[src/rtl/sd_read.sv]
// SPI-mode SD card single-block reader: issues CMD17, waits for an R1 of zero,
// hunts the start token, then streams DATA_NUM 16-bit words followed by the CRC.
module sd_read #(
    parameter logic [11:0] DATA_NUM    = 12'd256,
    parameter logic [7:0]  DATA_TOKEN  = 8'hFE,
    parameter logic [7:0]  ACK_TIMEOUT = 8'd255
) (
    input  logic        sys_clk_shift,
    input  logic        sys_rst_n,
    input  logic        miso,
    input  logic        rd_en,
    input  logic [31:0] rd_addr,
    output logic        cs_n,
    output logic        mosi,
    output logic        rd_busy,
    output logic        rd_data_en,
    output logic [15:0] rd_data
);

    typedef enum logic [2:0] {
        IDLE       = 3'd0,
        SEND_CMD17 = 3'd1,
        CMD17_ACK  = 3'd2,
        RD_TOKEN   = 3'd3,
        RD_DATA    = 3'd4,
        RD_CRC     = 3'd5,
        RD_END     = 3'd6
    } state_t;

    state_t      r_state;
    state_t      w_next;

    logic        r_cs_n;
    logic [31:0] r_addr;
    logic [5:0]  r_cmd_cnt;
    logic [7:0]  r_ack_cnt;
    logic        r_r1_act;
    logic [2:0]  r_r1_cnt;
    // Shift registers keep one bit fewer than their width: the newest bit is miso itself.
    logic [6:0]  r_r1;
    logic [6:0]  r_token;
    logic [14:0] r_acc;
    logic [3:0]  r_bit_cnt;
    logic [11:0] r_word_cnt;
    logic [3:0]  r_crc_cnt;
    logic [2:0]  r_end_cnt;
    logic        r_rd_data_en;
    logic [15:0] r_rd_data;

    logic [47:0] w_cmd;
    logic [7:0]  w_r1_next;
    logic [7:0]  w_token_next;
    logic [15:0] w_word;

    assign w_cmd        = {8'h51, r_addr, 8'hFF};
    assign w_r1_next    = {r_r1, miso};
    assign w_token_next = {r_token, miso};
    assign w_word       = {r_acc, miso};

    assign cs_n       = r_cs_n;
    assign mosi       = (r_state == SEND_CMD17) ? w_cmd[6'd47 - r_cmd_cnt] : 1'b1;
    assign rd_busy    = (r_state != IDLE);
    assign rd_data_en = r_rd_data_en;
    assign rd_data    = r_rd_data;

    // State register
    always_ff @(posedge sys_clk_shift or negedge sys_rst_n) begin
        if (!sys_rst_n) r_state <= IDLE;
        else            r_state <= w_next;
    end

    // Next-state decode
    always_comb begin
        w_next = r_state;
        case (r_state)
            IDLE: begin
                if (rd_en) w_next = SEND_CMD17;
                else       w_next = IDLE;
            end
            SEND_CMD17: begin
                if (r_cmd_cnt == 6'd47) w_next = CMD17_ACK;
                else                    w_next = SEND_CMD17;
            end
            CMD17_ACK: begin
                if (r_r1_act) begin
                    if (r_r1_cnt == 3'd7) begin
                        if (w_r1_next == 8'h00) w_next = RD_TOKEN;
                        else                    w_next = SEND_CMD17;
                    end else begin
                        w_next = CMD17_ACK;
                    end
                end else if (!miso) begin
                    w_next = CMD17_ACK;
                end else if (r_ack_cnt == ACK_TIMEOUT - 8'd1) begin
                    w_next = SEND_CMD17;
                end else begin
                    w_next = CMD17_ACK;
                end
            end
            RD_TOKEN: begin
                if (w_token_next == DATA_TOKEN) w_next = RD_DATA;
                else                            w_next = RD_TOKEN;
            end
            RD_DATA: begin
                if (r_bit_cnt == 4'hF && r_word_cnt == DATA_NUM - 12'd1) w_next = RD_CRC;
                else                                                     w_next = RD_DATA;
            end
            RD_CRC: begin
                if (r_crc_cnt == 4'hF) w_next = RD_END;
                else                   w_next = RD_CRC;
            end
            RD_END: begin
                if (r_end_cnt == 3'd7) w_next = IDLE;
                else                   w_next = RD_END;
            end
            default: w_next = IDLE;
        endcase
    end

    // Address latch; chip select is released exactly when the FSM heads back to IDLE
    always_ff @(posedge sys_clk_shift or negedge sys_rst_n) begin
        if (!sys_rst_n) begin
            r_addr <= 32'h0000_0000;
            r_cs_n <= 1'b1;
        end else begin
            if (r_state == IDLE && rd_en) r_addr <= rd_addr;
            r_cs_n <= (w_next == IDLE);
        end
    end

    // Command bit counter and token hunter
    always_ff @(posedge sys_clk_shift or negedge sys_rst_n) begin
        if (!sys_rst_n) begin
            r_cmd_cnt <= 6'd0;
            r_token   <= 7'h7F;
        end else begin
            r_cmd_cnt <= (r_state == SEND_CMD17 && w_next == SEND_CMD17) ? r_cmd_cnt + 6'd1 : 6'd0;
            r_token   <= (r_state == RD_TOKEN && w_next == RD_TOKEN) ? w_token_next[6:0] : 7'h7F;
        end
    end

    // R1 wait timer and capture
    always_ff @(posedge sys_clk_shift or negedge sys_rst_n) begin
        if (!sys_rst_n) begin
            r_ack_cnt <= 8'd0;
            r_r1_act  <= 1'b0;
            r_r1_cnt  <= 3'd0;
            r_r1      <= 7'd0;
        end else if (r_state == CMD17_ACK && w_next == CMD17_ACK) begin
            if (r_r1_act) begin
                r_r1     <= w_r1_next[6:0];
                r_r1_cnt <= r_r1_cnt + 3'd1;
            end else if (!miso) begin
                r_r1_act <= 1'b1;
                r_r1     <= w_r1_next[6:0];
                r_r1_cnt <= 3'd1;
            end else begin
                r_ack_cnt <= r_ack_cnt + 8'd1;
            end
        end else begin
            r_ack_cnt <= 8'd0;
            r_r1_act  <= 1'b0;
            r_r1_cnt  <= 3'd0;
            r_r1      <= 7'd0;
        end
    end

    // Data word assembly counters
    always_ff @(posedge sys_clk_shift or negedge sys_rst_n) begin
        if (!sys_rst_n) begin
            r_acc      <= 15'd0;
            r_bit_cnt  <= 4'd0;
            r_word_cnt <= 12'd0;
        end else if (r_state == RD_DATA && w_next == RD_DATA) begin
            r_acc     <= w_word[14:0];
            r_bit_cnt <= r_bit_cnt + 4'd1;
            if (r_bit_cnt == 4'hF) r_word_cnt <= r_word_cnt + 12'd1;
        end else begin
            r_acc      <= 15'd0;
            r_bit_cnt  <= 4'd0;
            r_word_cnt <= 12'd0;
        end
    end

    // Word output and one-cycle strobe
    always_ff @(posedge sys_clk_shift or negedge sys_rst_n) begin
        if (!sys_rst_n) begin
            r_rd_data_en <= 1'b0;
            r_rd_data    <= 16'h0000;
        end else if (r_state == RD_DATA && r_bit_cnt == 4'hF) begin
            r_rd_data_en <= 1'b1;
            r_rd_data    <= w_word;
        end else begin
            r_rd_data_en <= 1'b0;
        end
    end

    // CRC skip and chip-select tail counters
    always_ff @(posedge sys_clk_shift or negedge sys_rst_n) begin
        if (!sys_rst_n) begin
            r_crc_cnt <= 4'd0;
            r_end_cnt <= 3'd0;
        end else begin
            r_crc_cnt <= (r_state == RD_CRC && w_next == RD_CRC) ? r_crc_cnt + 4'd1 : 4'd0;
            r_end_cnt <= (r_state == RD_END && w_next == RD_END) ? r_end_cnt + 3'd1 : 3'd0;
        end
    end

endmodule

[config.mk]
export PLATFORM = sky130hd
export DESIGN_NAME = sd_read
export DESIGN_NICKNAME = d
export VERILOG_FILES = /design/src/rtl/sd_read.sv
export SDC_FILE = /design/constraint.sdc
export NUM_CORES = 1
export LEC_CHECK = 0
export CAP_MARGIN = 25
export CORE_MARGIN = 2
export CORE_UTILIZATION = 56
export DETAILED_ROUTE_END_ITERATION = 10
export GPL_ROUTABILITY_DRIVEN = 0
export HOLD_SLACK_MARGIN = 0.02
export PLACE_DENSITY = 0.9
export SLEW_MARGIN = 20
export SYNTH_ARGS = -nofsm -noshare
export SYNTH_HDL_FRONTEND = slang
export SYNTH_SLANG_ARGS = --single-unit
[constraint.sdc]
create_clock -name sys_clk_shift -period 2.29 [get_ports sys_clk_shift]
set_clock_uncertainty 0.1 [all_clocks]
set_input_delay 0.3435 -clock sys_clk_shift [delete_from_list [all_inputs] [get_ports sys_clk_shift]]
set_output_delay 0.3435 -clock sys_clk_shift [all_outputs]
set_load 0.005 [all_outputs]
==> results_dict.tcl, run 1 <==
set metrics [dict create \
    run_status "complete, but fails checks" \
    violations "setup timing" \
    post_synth_inst_count 451 \
    required_arrival_time_at_the_worst_endpoint_ps 1850 \
    critical_path.max_stage_delay_ps 480 \
    seq_area_frac_synth 0.578 \
    cts_h_tree_depth 4 \
    nets 582 \
    clk_pin_slew_ps 60 \
    placed_cells 641 \
    timing.final.setup_violations 1 \
    antenna_violations_before_repair 0 \
    yosys_warnings 0 \
    r2r_setup_slack_ps 60 \
    setup_repair_after_global_routing_missed_its_margin "yes" \
    power.density_cell_area_mw_per_mm2 1010 \
    insertion_delay_to_the_later_sink_of_the_worst_skew_pair_ps 520 \
    worstSetupStartpointType "flop" \
    gr-total-overflow 0 \
    area_growth_syn_to_layout_pct 27.2 \
    drv.max_cap_violation_count 0 \
    layout_setup_ws_ps -388 \
    layout_commonest_cell "sky130_fd_sc_hd__dfrtp_1" \
    synth_seq_cells 123 \
    detailedRoute.firstIterationViolations 152 \
    detail_route.first_pass.iterations 5 \
    worst_endpoint_data_arrival_time_ps 2230 \
    tcrit_tclk_final 1.17 \
    drive_above_1_share 0.243 \
    fmax_mhz 373 \
    critical-path-slowest-cell "sky130_fd_sc_hd__mux4_2" \
    detail-route-antenna-nets 0 \
    clock_tree_sinks 123 \
    tritoncts.num_buffers 17 \
    timing.final.crit_period_ps 2680 \
    totalPowerFinal_mw 6.89 \
    num_vias 3786 \
    timing.final.hold_violations 0 \
    syn_nets 498 \
    die_width_um 102 \
    grt_usage 0.241 \
    initial_util 0.578 \
    irDropWorstVdd_mv 0.601 \
    final_core_util 0.735 \
    r2r-start "r_cmd_cnt[0]$_DFF_PN0_" \
    die_height_um 102 \
    syn-mean-instance-area_um2 11.8 \
    detailedPlacementHpwl_mm 7.23 \
    synth.distinct_cells 44 \
    endpoint_kind "output pin" \
    report.final.slew_viol_count 0 \
    number_of_global_route_vias_before_repair 4006 \
    rr_worst_depth 11 \
    finalInstanceArea_mm2 0.00680 \
    share_of_synthesized_registers_carrying_an_async_set_or_reset 1.00 \
    r2r-end "r_word_cnt[6]$_DFFE_PN0P_" \
    io_buffers 55 \
    n_fill_cell 563 \
    tritoncts_clock_tree "built" \
    synth.cell_area_mm2 0.00534 \
    cts.path.max_buffers 2 \
    final_layout_worst_hold_slack_ps 214 \
    core-area_mm2 0.00924 \
    post_dp_cell_area_mm2 0.00617 \
    most_frequent_cells_in_the_layout "114 x sky130_fd_sc_hd__dfrtp_1, 75 x sky130_fd_sc_hd__nand2_1, 52 x sky130_fd_sc_hd__clkdlybuf4s50_1" \
    hold_removal_path_class "primary input to asynchronous set/reset pin" \
    antenna_cells 0 \
    final_cells 677 \
    setup-tns-final_ps -388 \
    static-leakage-power_nw 3.07 \
    worstPathCellList "buf_6 > buf_12 > mux4_2 > mux2i_1 > a21oi_1 > nor2_1 > o21ai_1 > buf_2" \
    avgRoutedWirePerCell_um 17.0 \
    max-slew-margin-rel 0.666 \
    dieArea_mm2 0.0103 \
    placement_rows 35 \
    avgViaCountPerCell 5.59 \
    synth-edff-count 0 \
    cts_root_buffer "sky130_fd_sc_hd__clkbuf_8" \
    number_of_design_rule_violations_left_after_detail_routing 0 \
    synth_ff_type "sky130_fd_sc_hd__dfrtp_1" \
    grt_first_pass_wirelength_mm 19.1 \
    route.final.wire_length_mm 11.5 \
    worst_slew_pin_slew_ps 500 \
    detailedPlace.worstSlack_ps -166 \
    pin_count_of_the_biggest_net_entering_global_routing 67 \
    io-pin-count 56 \
    timing_worst_setup_path_type "flop to output pin" \
    cp_max_fo 3 \
]
-- report_power, final --
part / internal [mW] / total, mW / switching, mW
clock network: 1.58 / 2.57 / 0.997
logic: 0.918 / 1.55 / 0.632
registers: 2.53 / 2.76 / 0.229
total: 5.03 / 6.89 / 1.86
-- how the worst max path moves through the flow --
stage,from,end,slack (ps),depth (start not counted)
after floorplan,r_cmd_cnt[0]$_DFF_PN0_,mosi,250,6
after global placement,r_cmd_cnt[0]$_DFF_PN0_,mosi,-170,7
after detailed placement,r_cmd_cnt[0]$_DFF_PN0_,mosi,-170,7
after CTS,r_cmd_cnt[0]$_DFF_PN0_,mosi,-410,7
after global routing,r_cmd_cnt[0]$_DFF_PN0_,mosi,-540,8
final,r_cmd_cnt[0]$_DFF_PN0_,mosi,-390,8
-- logic make-up (layout without fill, tap and decap cells) --
family                     after synthesis  after routing  share of synthesized area
and+or+nand+nor                        195            196                      0.184
DFF                                    123            123                      0.578
muxes                                   47             47                      0.114
AOI/OAI and AO/OA                       27             27                     0.0330
xor gates and xnor gates                24             24                     0.0393
buffers and inverters                   24            120                     0.0255
adders and majority gates               11             11                     0.0258
-- worst max-delay path: cells and delay by family, from the launching register on --
family,cells,cell delay [ps]
muxes,2,630
DFF,1,390
buffers and inverters,3,390
AOI/OAI and AO/OA,2,160
and+or+nand+nor,1,150
-- sequential cells by signal, summed over array words and instances, names as in the netlist --
signal	flops
cs_n	1
r_acc	15
r_ack_cnt	8
r_addr	32
r_bit_cnt	4
r_cmd_cnt	6
r_crc_cnt	4
r_end_cnt	3
r_r1	7
r_r1_act	1
r_r1_cnt	3
r_state	3
r_token	7
r_word_cnt	12
rd_data	16
rd_data_en	1
-- final cells by class --
cell class,count,area (um^2),area share
clock inverter,14,146,0.0215
clock buffer,18,428,0.0630
tap,129,161,0.0238
sequential,123,3090,0.455
multi-input combinational,305,2140,0.314
timing repair buffer,83,816,0.120
inverter,5,18.8,0.00276
-- per-layer routing --
| layer | routed length, um | GRT usage | vias up |
|---|---|---|---|
| li1 | - | - | 1704 |
| met1 | 4610 | 0.293 | 1928 |
| met4 | 209 | 0.106 | 0 |
| met3 | 513 | 0.0511 | 27 |
| met5 | 0 | 0 | - |
| met2 | 6180 | 0.414 | 127 |
-- synthesized netlist by cell type (4+ instances only) --
cell type                    n  share of area
sky130_fd_sc_hd__and2_4     10          0.016
sky130_fd_sc_hd__mux2i_1     6          0.011
sky130_fd_sc_hd__dfrtp_1   115           0.54
sky130_fd_sc_hd__nand2_1    76          0.053
sky130_fd_sc_hd__mux2_2     33          0.070
sky130_fd_sc_hd__nor3b_1     4         0.0056
sky130_fd_sc_hd__inv_1       5         0.0035
sky130_fd_sc_hd__a21oi_1    11          0.010
sky130_fd_sc_hd__buf_6       4         0.0084
sky130_fd_sc_hd__xor2_1     16          0.026
sky130_fd_sc_hd__and2_1      9          0.011
sky130_fd_sc_hd__mux4_2      8          0.034
sky130_fd_sc_hd__o21ai_0     4         0.0037
sky130_fd_sc_hd__xnor2_1     8          0.013
sky130_fd_sc_hd__a22oi_1     4         0.0056
sky130_fd_sc_hd__buf_2      10         0.0094
sky130_fd_sc_hd__nor2_1     42          0.030
sky130_fd_sc_hd__and3_1     11          0.013
sky130_fd_sc_hd__nand3_1     9         0.0084
sky130_fd_sc_hd__ha_1       11          0.026
sky130_fd_sc_hd__dfstp_2     8          0.039
sky130_fd_sc_hd__nand2b_1    9          0.011
sky130_fd_sc_hd__nand4_1     9          0.011
sky130_fd_sc_hd__clkbuf_1    4         0.0028
-- repair_timing --
item / 4_1_cts / 5_1_grt
resized for setup: 8 / 5
endpoints found under the setup margin: 2 / 6
endpoints found under the hold margin: 31 / 0
gates cloned: 0 / 1
setup buffers: 2 / 0
pin swaps: 2 / 2
hold buffers: 1 / 0
No activity file was read; power rests on OpenSTA's default activity.
==> run 2, diff against run 1 <==
--- a/config.mk
+++ b/config.mk
@@ -7,11 +7,11 @@
 export LEC_CHECK = 0
 export CAP_MARGIN = 25
 export CORE_MARGIN = 2
-export CORE_UTILIZATION = 56
+export CORE_UTILIZATION = 45
 export DETAILED_ROUTE_END_ITERATION = 10
 export GPL_ROUTABILITY_DRIVEN = 0
 export HOLD_SLACK_MARGIN = 0.02
-export PLACE_DENSITY = 0.9
+export PLACE_DENSITY = 0.77
 export SLEW_MARGIN = 20
 export SYNTH_ARGS = -nofsm -noshare
 export SYNTH_HDL_FRONTEND = slang
==> run 2 against run 1 <==
The run ends with DRC, setup timing left. Cell count is 2.7% higher. Worst hold slack improved by 110 ps. Sequential power hardly changed. Die area is 23% higher. Global-route usage fell by 6.1 points. Total power grew 2.6%. Combinational power barely moved. Routed wire length fell by 8.9%. Largest power group unchanged.
==> results_dict.tcl, run 2 (synthesized netlist as in run 1, its figures left out) <==
set metrics [dict create \
    detail-route-antenna-nets 0 \
    timing.final.setup_violations 1 \
    power.switching_mw 1.78 \
    number_of_global_route_vias_before_repair 3854 \
    nets 586 \
    grt_first_pass_wirelength_mm 18.2 \
    drv.max_cap_violation_count 0 \
    detailedPlace.worstSlack_ps -169 \
    most_frequent_cells_in_the_layout "114 x sky130_fd_sc_hd__dfrtp_1, 76 x sky130_fd_sc_hd__nand2_1, 52 x sky130_fd_sc_hd__clkdlybuf4s50_1" \
    pin_count_of_the_biggest_net_entering_global_routing 46 \
    cts_h_tree_depth 4 \
    endpoint_kind "output pin" \
    clk_pin_slew_ps 50 \
    met1Wirelength_mm 4.82 \
    timing.final.crit_period_ps 2630 \
    avgViaCountPerCell 5.17 \
    num_vias 3590 \
    timing_worst_setup_path_type "flop to output pin" \
    sw_share 0.252 \
    die_height_um 113 \
    met2_wirelength_mm 5.07 \
    highest-signal-layer "met4" \
    insertion_delay_to_the_later_sink_of_the_worst_skew_pair_ps 410 \
    largest-register "r_addr" \
    worstSetupStartpointType "flop" \
    worstPathCellList "buf_6 > buf_6 > mux4_2 > mux2i_1 > a21oi_1 > nor2_1 > o21ai_1 > buf_2" \
    number_of_design_rule_violations_left_after_detail_routing 5 \
    io-pin-count 56 \
    gr-total-overflow 0 \
    detailedRoute.firstIterationViolations 235 \
    multiInputGateArea_mm2 0.00212 \
    io_buffers 55 \
    clock_tree_sinks 123 \
    initial_util 0.464 \
    cts.path.max_buffers 2 \
    fmax_mhz 380 \
    n_fill_cell 901 \
    timing.final.hold_violations 0 \
    worst_endpoint_data_arrival_time_ps 2190 \
    critPathTopFamily "multiplexers" \
    antenna_cells 0 \
    worst_slew_pin_slew_ps 461 \
    core-area_mm2 0.0115 \
    power.clock.fraction 0.391 \
    tritoncts.num_buffers 17 \
    max-slew-margin-rel 0.692 \
    run_status "complete, but fails checks" \
    detail_route.first_pass.iterations 7 \
    dr_wl_met3_um 379 \
    avgRoutedWirePerCell_um 15.1 \
    die_width_um 113 \
    cp_max_fo 4 \
    required_arrival_time_at_the_worst_endpoint_ps 1850 \
    r2r-end "r_acc[6]$_DFF_PN0_" \
    setup-tns-final_ps -344 \
    sequential_cell_area_mm2 0.00309 \
    tcrit_tclk_final 1.15 \
    totalPowerFinal_mw 7.06 \
    placement_rows 39 \
    internal-power_mw 5.28 \
    r2r-start "r_cmd_cnt[0]$_DFF_PN0_" \
    violations "DRC, setup timing" \
    area_growth_syn_to_layout_pct 28.6 \
    crit_buf_inv 3 \
    route.final.wire_length_mm 10.5 \
    antenna_violations_before_repair 0 \
    cts_root_buffer "sky130_fd_sc_hd__clkbuf_16" \
    drive_above_1_share 0.246 \
    report.final.slew_viol_count 0 \
    hold_removal_path_class "primary input to asynchronous set/reset pin" \
    tritoncts_clock_tree "built" \
    pwr-share-seq 0.390 \
    final_core_util 0.597 \
    static-leakage-power_nw 3.11 \
    r2r_setup_slack_ps 210 \
    critical-path-slowest-cell "sky130_fd_sc_hd__mux4_2" \
    grt_usage 0.180 \
    detailedPlacementHpwl_mm 6.99 \
    largest_register_ff_count 32 \
    power.density_cell_area_mw_per_mm2 1030 \
    dieArea_mm2 0.0128 \
    irDropWorstVdd_mv 0.693 \
    setup_repair_after_global_routing_missed_its_margin "yes" \
    layout_commonest_cell "sky130_fd_sc_hd__dfrtp_1" \
    critPathMostFrequentCell "sky130_fd_sc_hd__buf_6" \
    comb_power_share 0.219 \
    rr_worst_depth 9 \
    layout_setup_ws_ps -344 \
    critical_path.max_stage_delay_ps 500 \
]
## run 2: cell types whose count changed in the layout (fill, tap and decap cells not counted)
cell,change
sky130_fd_sc_hd__clkinv_4,-3
sky130_fd_sc_hd__buf_4,+6
sky130_fd_sc_hd__a22oi_2,+1
sky130_fd_sc_hd__nor2_2,-1
sky130_fd_sc_hd__clkbuf_8,+2
sky130_fd_sc_hd__nand2_1,+1
sky130_fd_sc_hd__nand2_2,-1
sky130_fd_sc_hd__nor2_1,+1
sky130_fd_sc_hd__clkbuf_16,+1
sky130_fd_sc_hd__a22oi_1,-1
sky130_fd_sc_hd__bufinv_16,+1
sky130_fd_sc_hd__inv_6,-1
sky130_fd_sc_hd__and3_4,-1
sky130_fd_sc_hd__buf_12,-1
## run 2: per-stage QoR
step | hold slack [ps] | area, um^2 | instances
2_1_floorplan | -52.1 | 5340 | 451
3_3_place_gp | 206 | 6210 | 661
3_5_place_dp | 215 | 6210 | 661
4_1_cts | 310 | 6870 | 695
5_1_grt | 351 | 6870 | 695
6_report | 323 | 6870 | 695
## run 2: per-layer routing
metal  global-route usage  vias up
li1                     -     1713
met1                0.227     1784
met2                0.291       71
met3               0.0482       22
met4               0.0829        0
met5                    0        -
## run 2: worst max-delay path by stage
stage | from | endpoint | slack (ps) | depth (start not counted)
floorplan | r_cmd_cnt[0]$_DFF_PN0_ | mosi | 250 | 6
global placement | r_cmd_cnt[0]$_DFF_PN0_ | mosi | -160 | 8
detailed placement | r_cmd_cnt[0]$_DFF_PN0_ | mosi | -170 | 7
CTS | r_cmd_cnt[0]$_DFF_PN0_ | mosi | -270 | 8
global route | r_cmd_cnt[0]$_DFF_PN0_ | mosi | -410 | 7
finish | r_cmd_cnt[0]$_DFF_PN0_ | mosi | -340 | 8
## run 2: power groups by stage
stage,registers [mW],logic (mW),clock network (mW)
2_1_floorplan,2.69,1.02,0
5_1_grt,2.80,1.69,2.89
6_report,2.76,1.55,2.76
4_1_cts,2.76,1.55,2.81
3_5_place_dp,2.78,1.50,0
3_3_place_gp,2.76,1.45,0
## run 2: area by class of cell
cell class / count / share of cell area
sequential: 123 / 0.449
multi-input combinational: 304 / 0.309
timing repair buffer: 88 / 0.122
clock buffer: 21 / 0.0699
tap: 143 / 0.0260
clock inverter: 11 / 0.0206
inverter: 5 / 0.00273
## run 2: worst reg2reg max path, delay by kind of cell, from the launching register on
family / cells / cell delay [ps]
buf+inv: 3 / 370
compound gates: 1 / 240
simple gates: 4 / 760
flops: 1 / 380
fa+ha+maj: 1 / 160
## run 2: repair_timing
action	CTS	global route
hold buffers	1	0
endpoints found under the hold margin	31	0
pin swaps	4	1
setup buffers	1	0
gates resized for setup	10	1
endpoints found under the setup margin	2	1
